**config.mk**
```make
export PLATFORM = sky130hd
export DESIGN_NAME = program_loader_flat
export DESIGN_NICKNAME = d
export VERILOG_FILES = /design/src/rtl/program_loader_if.sv /design/src/rtl/program_loader.sv /design/src/flat_wrapper.sv
export SDC_FILE = /design/constraint.sdc
export NUM_CORES = 1
export LEC_CHECK = 0
export CAP_MARGIN = 20
export CORE_ASPECT_RATIO = 1.5
export CORE_MARGIN = 3
export CORE_UTILIZATION = 30
export DETAILED_ROUTE_END_ITERATION = 8
export PLACE_DENSITY = 0.47
export SETUP_SLACK_MARGIN = 0.4
export SYNTH_ARGS = -nofsm -noshare
export SYNTH_HDL_FRONTEND = slang
export SYNTH_SLANG_ARGS = --single-unit
```
**constraint.sdc**
```tcl
create_clock -name clk -period 6.25 [get_ports clk]
set_input_delay 0.625 -clock clk [delete_from_list [all_inputs] [get_ports clk]]
set_output_delay 0.625 -clock clk [all_outputs]
set_load 0.02 [all_outputs]
```
**src/rtl/program_loader_if.sv**
```systemverilog
// rtl/program_loader_if.sv - byte-stream input and imem/core-control outputs of program_loader
interface program_loader_if #(
  parameter int ADDR_WIDTH = 8
);
  logic                  rx_valid;
  logic [7:0]            rx_data;
  logic                  imem_we;
  logic [ADDR_WIDTH-1:0] imem_addr;
  logic [31:0]           imem_wdata;
  logic                  cpu_hold;
  logic                  start;
  logic                  busy;
  logic                  done;
  logic                  error;

  modport master (
    output rx_valid, rx_data,
    input  imem_we, imem_addr, imem_wdata, cpu_hold, start, busy, done, error
  );

  modport slave (
    input  rx_valid, rx_data,
    output imem_we, imem_addr, imem_wdata, cpu_hold, start, busy, done, error
  );
endinterface

```
**src/rtl/program_loader.sv**
```systemverilog
// rtl/program_loader.sv - framed UART boot loader: assembles words into imem, releases core on good checksum
module program_loader #(
  parameter int       ADDR_WIDTH     = 8,
  parameter int       MAX_WORDS      = 256,
  parameter bit [7:0] SYNC_BYTE      = 8'hA5,
  parameter int       TIMEOUT_CYCLES = 50000
) (
  input logic               clk,
  input logic               reset,
  program_loader_if.slave   bus
);
  typedef enum logic [2:0] {IDLE, CNT_LO, CNT_HI, DATA, CHECK, DONE, ERR} state_t;

  localparam int             TW     = $clog2(TIMEOUT_CYCLES + 1);
  localparam logic [TW-1:0]  T_LAST = TW'(TIMEOUT_CYCLES - 1);
  localparam logic [15:0]    MAX_W  = 16'(MAX_WORDS);

  state_t                state;
  logic [15:0]           count;
  logic [15:0]           word_idx;
  logic [1:0]            byte_idx;
  logic [23:0]           lanes;
  logic [7:0]            acc;
  logic [TW-1:0]         timer;
  logic                  imem_we, cpu_hold, start, busy, done, error;
  logic [ADDR_WIDTH-1:0] imem_addr;
  logic [31:0]           imem_wdata;
  logic [15:0]           count_in;

  assign count_in       = {bus.rx_data, count[7:0]};
  assign bus.imem_we    = imem_we;
  assign bus.imem_addr  = imem_addr;
  assign bus.imem_wdata = imem_wdata;
  assign bus.cpu_hold   = cpu_hold;
  assign bus.start      = start;
  assign bus.busy       = busy;
  assign bus.done       = done;
  assign bus.error      = error;

  always_ff @(posedge clk) begin
    if (!reset) begin
      state      <= IDLE;
      cpu_hold   <= 1'b1;
      start      <= 1'b0;
      busy       <= 1'b0;
      done       <= 1'b0;
      error      <= 1'b0;
      imem_we    <= 1'b0;
      imem_addr  <= '0;
      imem_wdata <= '0;
      count      <= '0;
      word_idx   <= '0;
      byte_idx   <= '0;
      lanes      <= '0;
      acc        <= '0;
      timer      <= '0;
    end else begin
      imem_we <= 1'b0;
      start   <= 1'b0;

      // busy mirrors the in-frame states, so it doubles as the timer enable
      if (!busy || bus.rx_valid || timer == T_LAST) timer <= '0;
      else                                          timer <= timer + 1'b1;

      case (state)
        IDLE, DONE, ERR: begin
          if (bus.rx_valid && bus.rx_data == SYNC_BYTE) begin
            state    <= CNT_LO;
            busy     <= 1'b1;
            done     <= 1'b0;
            error    <= 1'b0;
            cpu_hold <= 1'b1;
            count    <= '0;
            word_idx <= '0;
            byte_idx <= '0;
            acc      <= '0;
          end
        end
        CNT_LO: begin
          if (bus.rx_valid) begin
            count[7:0] <= bus.rx_data;
            state      <= CNT_HI;
          end
        end
        CNT_HI: begin
          if (bus.rx_valid) begin
            count[15:8] <= bus.rx_data;
            if (count_in == 16'd0 || count_in > MAX_W) begin
              state <= ERR;
              busy  <= 1'b0;
              error <= 1'b1;
            end else begin
              state <= DATA;
            end
          end
        end
        DATA: begin
          if (bus.rx_valid) begin
            acc      <= acc ^ bus.rx_data;
            byte_idx <= byte_idx + 2'd1;
            case (byte_idx)
              2'd0: lanes[7:0]   <= bus.rx_data;
              2'd1: lanes[15:8]  <= bus.rx_data;
              2'd2: lanes[23:16] <= bus.rx_data;
              default: begin
                imem_we    <= 1'b1;
                imem_addr  <= word_idx[ADDR_WIDTH-1:0];
                imem_wdata <= {bus.rx_data, lanes};
                word_idx   <= word_idx + 16'd1;
                if (word_idx + 16'd1 == count) state <= CHECK;
              end
            endcase
          end
        end
        CHECK: begin
          if (bus.rx_valid) begin
            busy <= 1'b0;
            if (bus.rx_data == acc) begin
              state    <= DONE;
              done     <= 1'b1;
              cpu_hold <= 1'b0;
              start    <= 1'b1;
            end else begin
              state <= ERR;
              error <= 1'b1;
            end
          end
        end
        default: state <= IDLE;
      endcase

      // a byte landing on the expiry cycle wins, so only idle cycles can time out
      if (busy && !bus.rx_valid && timer == T_LAST) begin
        state <= ERR;
        busy  <= 1'b0;
        error <= 1'b1;
      end
    end
  end
endmodule
```
**src/flat_wrapper.sv**
```systemverilog
// flat-port wrapper written by rule: the top's interface ports become plain ports
module program_loader_flat 
#(
  parameter int       ADDR_WIDTH     = 8,
  parameter int       MAX_WORDS      = 256,
  parameter bit [7:0] SYNC_BYTE      = 8'hA5,
  parameter int       TIMEOUT_CYCLES = 50000
)
  (clk, reset, bus_rx_valid, bus_rx_data, bus_imem_we, bus_imem_addr, bus_imem_wdata, bus_cpu_hold, bus_start, bus_busy, bus_done, bus_error);
  program_loader_if #(.ADDR_WIDTH(ADDR_WIDTH)) bus_i ();
  input logic clk;
  input logic reset;
  input wire logic [$bits(bus_i.rx_valid)-1:0] bus_rx_valid;
  input wire logic [$bits(bus_i.rx_data)-1:0] bus_rx_data;
  output wire logic [$bits(bus_i.imem_we)-1:0] bus_imem_we;
  output wire logic [$bits(bus_i.imem_addr)-1:0] bus_imem_addr;
  output wire logic [$bits(bus_i.imem_wdata)-1:0] bus_imem_wdata;
  output wire logic [$bits(bus_i.cpu_hold)-1:0] bus_cpu_hold;
  output wire logic [$bits(bus_i.start)-1:0] bus_start;
  output wire logic [$bits(bus_i.busy)-1:0] bus_busy;
  output wire logic [$bits(bus_i.done)-1:0] bus_done;
  output wire logic [$bits(bus_i.error)-1:0] bus_error;
  assign bus_i.rx_valid = bus_rx_valid;
  assign bus_i.rx_data = bus_rx_data;
  assign bus_imem_we = bus_i.imem_we;
  assign bus_imem_addr = bus_i.imem_addr;
  assign bus_imem_wdata = bus_i.imem_wdata;
  assign bus_cpu_hold = bus_i.cpu_hold;
  assign bus_start = bus_i.start;
  assign bus_busy = bus_i.busy;
  assign bus_done = bus_i.done;
  assign bus_error = bus_i.error;
  program_loader #(.ADDR_WIDTH(ADDR_WIDTH), .MAX_WORDS(MAX_WORDS), .SYNC_BYTE(SYNC_BYTE), .TIMEOUT_CYCLES(TIMEOUT_CYCLES)) u_core (.clk(clk), .reset(reset), .bus(bus_i));
endmodule
```
-- Word level (Yosys, flattened, before mapping)
Index checks and enable logic that the tools add are counted.
- bits of input ports: 11
- bits in registers: 131
- add/sub/neg operators: 3
- order comparisons: 1
- eq/ne operators: 30
- multiplexer cells: 44
- bitwise operators: 3
- reduce and logical (&&, ||, !) cells: 36
- operators by type and width (operator ; count):
    2-to-1 mux 16 bit ; 3
    one-hot mux 8 bit (2 select lines) ; 3
    adder 16 x 1 -> 16 bit, second input constant ; 2
    one-hot mux 16 bit (2 select lines) ; 1
    2-to-1 mux 3 bit ; 9
    AND reduction 3 bit ; 9
    2-to-1 mux 8 bit ; 3
    equality test 16 bit ; 1
    equality test 16 bit, second input constant ; 1
    greater-than comparator 16 x 9 -> 1 bit, second input constant ; 1
    zero test 16 bit ; 1
    2-to-1 mux 1 bit ; 16
    != test 3 x 2 -> 1 bit, second input constant ; 5
    one-hot mux 3 bit (5 select lines) ; 1
    AND reduction 7 bit ; 2
    != test 2 bit, second input constant ; 5
    equality test 3 bit, second input constant ; 3
    != test 3 x 1 -> 1 bit, second input constant ; 3
    equality test 8 bit ; 1
    equality test 8 bit, second input constant ; 1
    != test 2 x 1 -> 1 bit, second input constant ; 4
    AND reduction 4 bit ; 2
    nonzero test 2 bit ; 4
    bitwise XOR 8 bit ; 1
    22 further kinds ; 35

-- Logic depth before layout (Yosys ltp)
- depth in word-level cells: 7
- mapped depth: 9
- mapped depth without buffers: 7

-- Worst setup path before layout
OpenSTA, ideal clock, no wires.
- kind: in2reg
- from: input bus_rx_data[1]
- to: register u_core.state[2]
- data arrival time: 2280 ps
- path buffers: 2
- setup time: 88 ps
- setup slack: 3882 ps
- stages on the path: 8
- path through: buf_6 -> nor4_4 -> nand4_2 -> nor2b_4 -> buf_6 -> or3_4 -> o221a_1 -> a311oi_2
- cells in the longest elaborated chain, start to end: 6
- elaborated cells between the ends (all ways): 11
- classes of those cells: order compare (1); eq/ne (2); mux (4); reduce/logical (4)
- ends and longest elaborated chain (what ; RTL line ; source):
    start: declaration ; flat_wrapper.sv:14 ; input wire logic [$bits(bus_i.rx_data)-1:0] bus_rx_data;
    greater-than comparator 16 x 9 -> 1 bit or zero test 16 bit (tied branches) ; program_loader.sv:88 ; if (count_in == 16'd0 || count_in > MAX_W) begin
    logical OR 1 bit ; program_loader.sv:88 ;
    2-to-1 mux 3 bit ; program_loader.sv:88 ;
    2-to-1 mux 3 bit ; program_loader.sv:86 ; if (bus.rx_valid) begin
    one-hot mux 3 bit (5 select lines) ; program_loader.sv:65 ; case (state)
    2-to-1 mux 3 bit ; program_loader.sv:133 ; if (busy && !bus.rx_valid && timer == T_LAST) begin
    end signal: assignment ; program_loader.sv:68 ; state <= CNT_LO;
    end signal: assignment ; program_loader.sv:89 ; state <= ERR;
    end signal: assignment ; program_loader.sv:134 ; state <= ERR;
    end: declaration ; program_loader.sv:18 ; state_t state;
Parallel ways exist; a longest one is shown, timed or not. The select of a mux whose other input is x is not followed.
A chain may end at the register's enable or synchronous reset.

-- Worst setup path in the final report
- from: input bus_rx_valid
- to: register u_core.word_idx[10]
- cells in the longest elaborated chain, start to end: 3
- elaborated cells between the ends (all ways): 4
- classes of those cells: eq/ne (2); reduce/logical (2)
- ends and longest elaborated chain (what ; RTL line ; source):
    start: declaration ; flat_wrapper.sv:13 ; input wire logic [$bits(bus_i.rx_valid)-1:0] bus_rx_valid;
    logical AND 1 bit ; program_loader.sv:67 ; if (bus.rx_valid && bus.rx_data == SYNC_BYTE) begin
    != test 2 x 1 -> 1 bit (no line) ; n/a ;
    AND reduction 4 bit (no line) (*) ; n/a ;
    end signal: assignment ; program_loader.sv:109 ; word_idx <= word_idx + 16'd1;
    end: declaration ; program_loader.sv:20 ; logic [15:0] word_idx;
Mark *: on every way between the ends. The rest lies on a longest branch, timed or not.

==> metrics.yaml <==
status: "finished clean"
drv_cap: 0
min_to: "u_core.bus.imem_wdata[5]$_SDFFE_PN0P_"
routed_wl_mm: 16.4
core-area_mm2: 0.0199
min_period_ps: 3120
antenna_left: 0
synthXorXnorAreaFrac_pct: 6.69
rsz0062_at_grt: "no"
worst_setup_path_start_kind: "input port"
ios: 57
htreeDepth: 4
min_from: "u_core.lanes[5]$_SDFFE_PN0P_"
overflow: 0
synth-adder-area-share_pct: 1.22
reg2reg_slack_ps: 3250
total_power_uw: 1980
io_buffers: 56
reg2reg_depth: 7
yosys_warnings: 0
finalNonFillerCells: 1062
hold_buffers: 0
synthMuxAreaShare_pct: 0.834
cts.sinks: 131
synth-edff-count: 0
area_growth_pct: 20.4
cts_tree: "done"
worst_setup_path_end_kind: "register"
worst_hold_path.num_cells: 2
worstMarginPinSlew_ps: 891
power_density_mw_per_mm2: 267
postLayoutCoreUtil_pct: 37.1
peakVddDrop_uv: 140
dieArea_mm2: 0.0223
grt_util_all_layers_pct: 15.0
pre_cts_slack_ps: 2660
avgSynthCellArea_um2: 8.04
dp.cells: 1029
synth_top_family_by_area: "simple AND/OR/NAND/NOR gates"
setup_ws_ps: 3130
post_cts_buffers: 0
clk_pin_slew_ps: 60
cts_buffer_depth: 2
rows: 63
insertedDiodeCount: 0
fmax_mhz: 321
synth_async_sr_flop_share_pct: 0
fp.dieW_um: 123
setup_viol: 0
cts-buffers-inserted: 17
path_class: "input port to register"
grt_max_degree: 61
vias_per_cell: 5.08
drtIter0Drc: 389
dp_hpwl_mm: 11.3
grt_pass1_wl_mm: 26.5
final.setup.tns_ps: 0
drc: 0
ys.flop_type: "dfxtp_1"
cts-resized-gates: 0
arrival_ps: 3380
synth_cells: 765
slew_headroom_pct: 40.6
required_ps: 6510
firstDrtPassIters: 5
skew_ps: 10.4
synth-seq-cells: 131
grt_pass1_vias: 5148
fp.dieH_um: 181
synth_nets: 782
yosysSeqAreaShare_pct: 42.6
synth-compound-area-share_pct: 16.1
r2r_start: "u_core.word_idx[0]$_SDFFE_PN0P_"
antenna_found_initial: 0
clock_latency_ps: 420
ys_types: 66
path_max_fanout: 53
hold_viol: 0
rr_endpoint: "u_core.state[2]$_SDFFE_PN0P_"
wire_per_inst_um: 15.5
start_util_pct: 30.9
hp-class: "register to register"
synth-simple-area-share_pct: 27.6
cts_root_buf: "clkbuf_16"
routabilityCongestion: 0.803
netlist_area_mm2: 0.00615
leakage_uw: 0.00244
fin_nets: 806
drv_slew: 0
via_count: 5397
fin_crit_sh_pct: 49.9
drive_gt1_share_pct: 7.61
## power breakdown
group | leakage, µW | internal [µW] | switching (µW) | total (µW)
Sequential | 0.00105 | 838 | 9.12 | 847
Clock | 0.000296 | 600 | 409 | 1010
Combinational | 0.00109 | 39.3 | 82.8 | 122
## cell type report
cell class,instances,area [µm²]
clock inverter,15,169
fill,2084,12500
timing repair buffer,61,598
multi-input combinational,569,3230
tap,260,325
inverter,9,33.8
sequential,131,2620
clock buffer,17,425
## how the worst max path moves through the flow
stage                         from                          endpoint  cells past startpoint
floorplan           bus_rx_data[1]      u_core.state[2]$_SDFFE_PN0P_                      8
global placement      bus_rx_valid  u_core.word_idx[10]$_SDFFE_PN0P_                      9
detailed placement    bus_rx_valid  u_core.word_idx[10]$_SDFFE_PN0P_                      9
CTS                   bus_rx_valid  u_core.word_idx[10]$_SDFFE_PN0P_                      9
global route          bus_rx_valid  u_core.word_idx[10]$_SDFFE_PN0P_                      9
finish                bus_rx_valid  u_core.word_idx[10]$_SDFFE_PN0P_                      9
## cells by family (layout without fill, tap and decap cells)
group,Yosys count,count (layout)
AOI/OAI and AO/OA,171,171
xor gates and xnor gates,47,47
adders and majority gates,6,6
buffers and inverters,65,102
DFF,131,131
muxes,5,5
and+or+nand+nor,340,340
## metal layers
metal	vias to the layer above	global-route usage (%)	wire length, µm
met3	31	3.15	559
met5	-	0	0
li1	2684	-	-
met1	2567	16.7	6660
met4	0	7.49	505
met2	115	26.4	8690
## cell usage in the layout (no fill, tap or decap), types with 3 or more instances in the layout
master and n:
nor4_1 10, nand3b_1 12, o21ai_0 26, a21oi_1 91
nand4_1 7, or3_1 5, clkdlybuf4s50_1 56, xor2_1 22
or4_1 3, o31ai_1 4, inv_6 8, a31oi_1 22
inv_1 8, ha_1 6, and2_1 12, nor2b_1 11
clkbuf_16 17, buf_4 5, nand3_1 37, xnor2_1 25
mux2i_1 4, and3_1 5, nor3_1 9, a211oi_1 6
nor2_1 71, nand2_1 133, dfxtp_1 131
## flip-flops by register name, summed over array words and instances (netlist names), 2 cells and up
| signal | cells |
|---|---|
| u_core.bus.imem_wdata | 32 |
| u_core.lanes | 24 |
| u_core.count | 16 |
| u_core.timer | 16 |
| u_core.word_idx | 16 |
| u_core.acc | 8 |
| u_core.bus.imem_addr | 8 |
| u_core.state | 3 |
| u_core.byte_idx | 2 |
## synthesized netlist by cell type (6+ instances only)
| cell | count | area, µm² |
|---|---|---|
| nor4_1 | 10 | 62.6 |
| nand3b_1 | 12 | 90.1 |
| nor2_1 | 71 | 267 |
| a31oi_1 | 22 | 138 |
| nor2b_1 | 11 | 68.8 |
| nand3_1 | 37 | 185 |
| dfxtp_1 | 131 | 2620 |
| xnor2_1 | 25 | 219 |
| ha_1 | 6 | 75.1 |
| clkbuf_1 | 32 | 120 |
| nand2_1 | 134 | 503 |
| o21ai_0 | 26 | 130 |
| buf_2 | 11 | 55.1 |
| a21oi_1 | 91 | 455 |
| inv_1 | 8 | 30.0 |
| nor3_1 | 9 | 45.0 |
| xor2_1 | 22 | 193 |
| and2_1 | 12 | 75.1 |
| a211oi_1 | 6 | 45.0 |
| nand4_1 | 7 | 43.8 |
## per-stage QoR
stage          hold slack (ps)  instance area, µm²
2_1_floorplan              430                6150
3_3_place_gp               440                6810
3_5_place_dp               447                6810
4_1_cts                    455                7400
5_1_grt                    473                7410
6_report                   452                7410
## worst max-delay path: stages
cell and delay, ps:
clkdlybuf4s50_1 690, and4b_1 240, buf_4 330, nand2_2 70, buf_4 320, mux2i_1 610, o21ai_0 210, a22oi_1 220
nor2_1 60
Note: power is estimated with default switching activity, not from simulation.
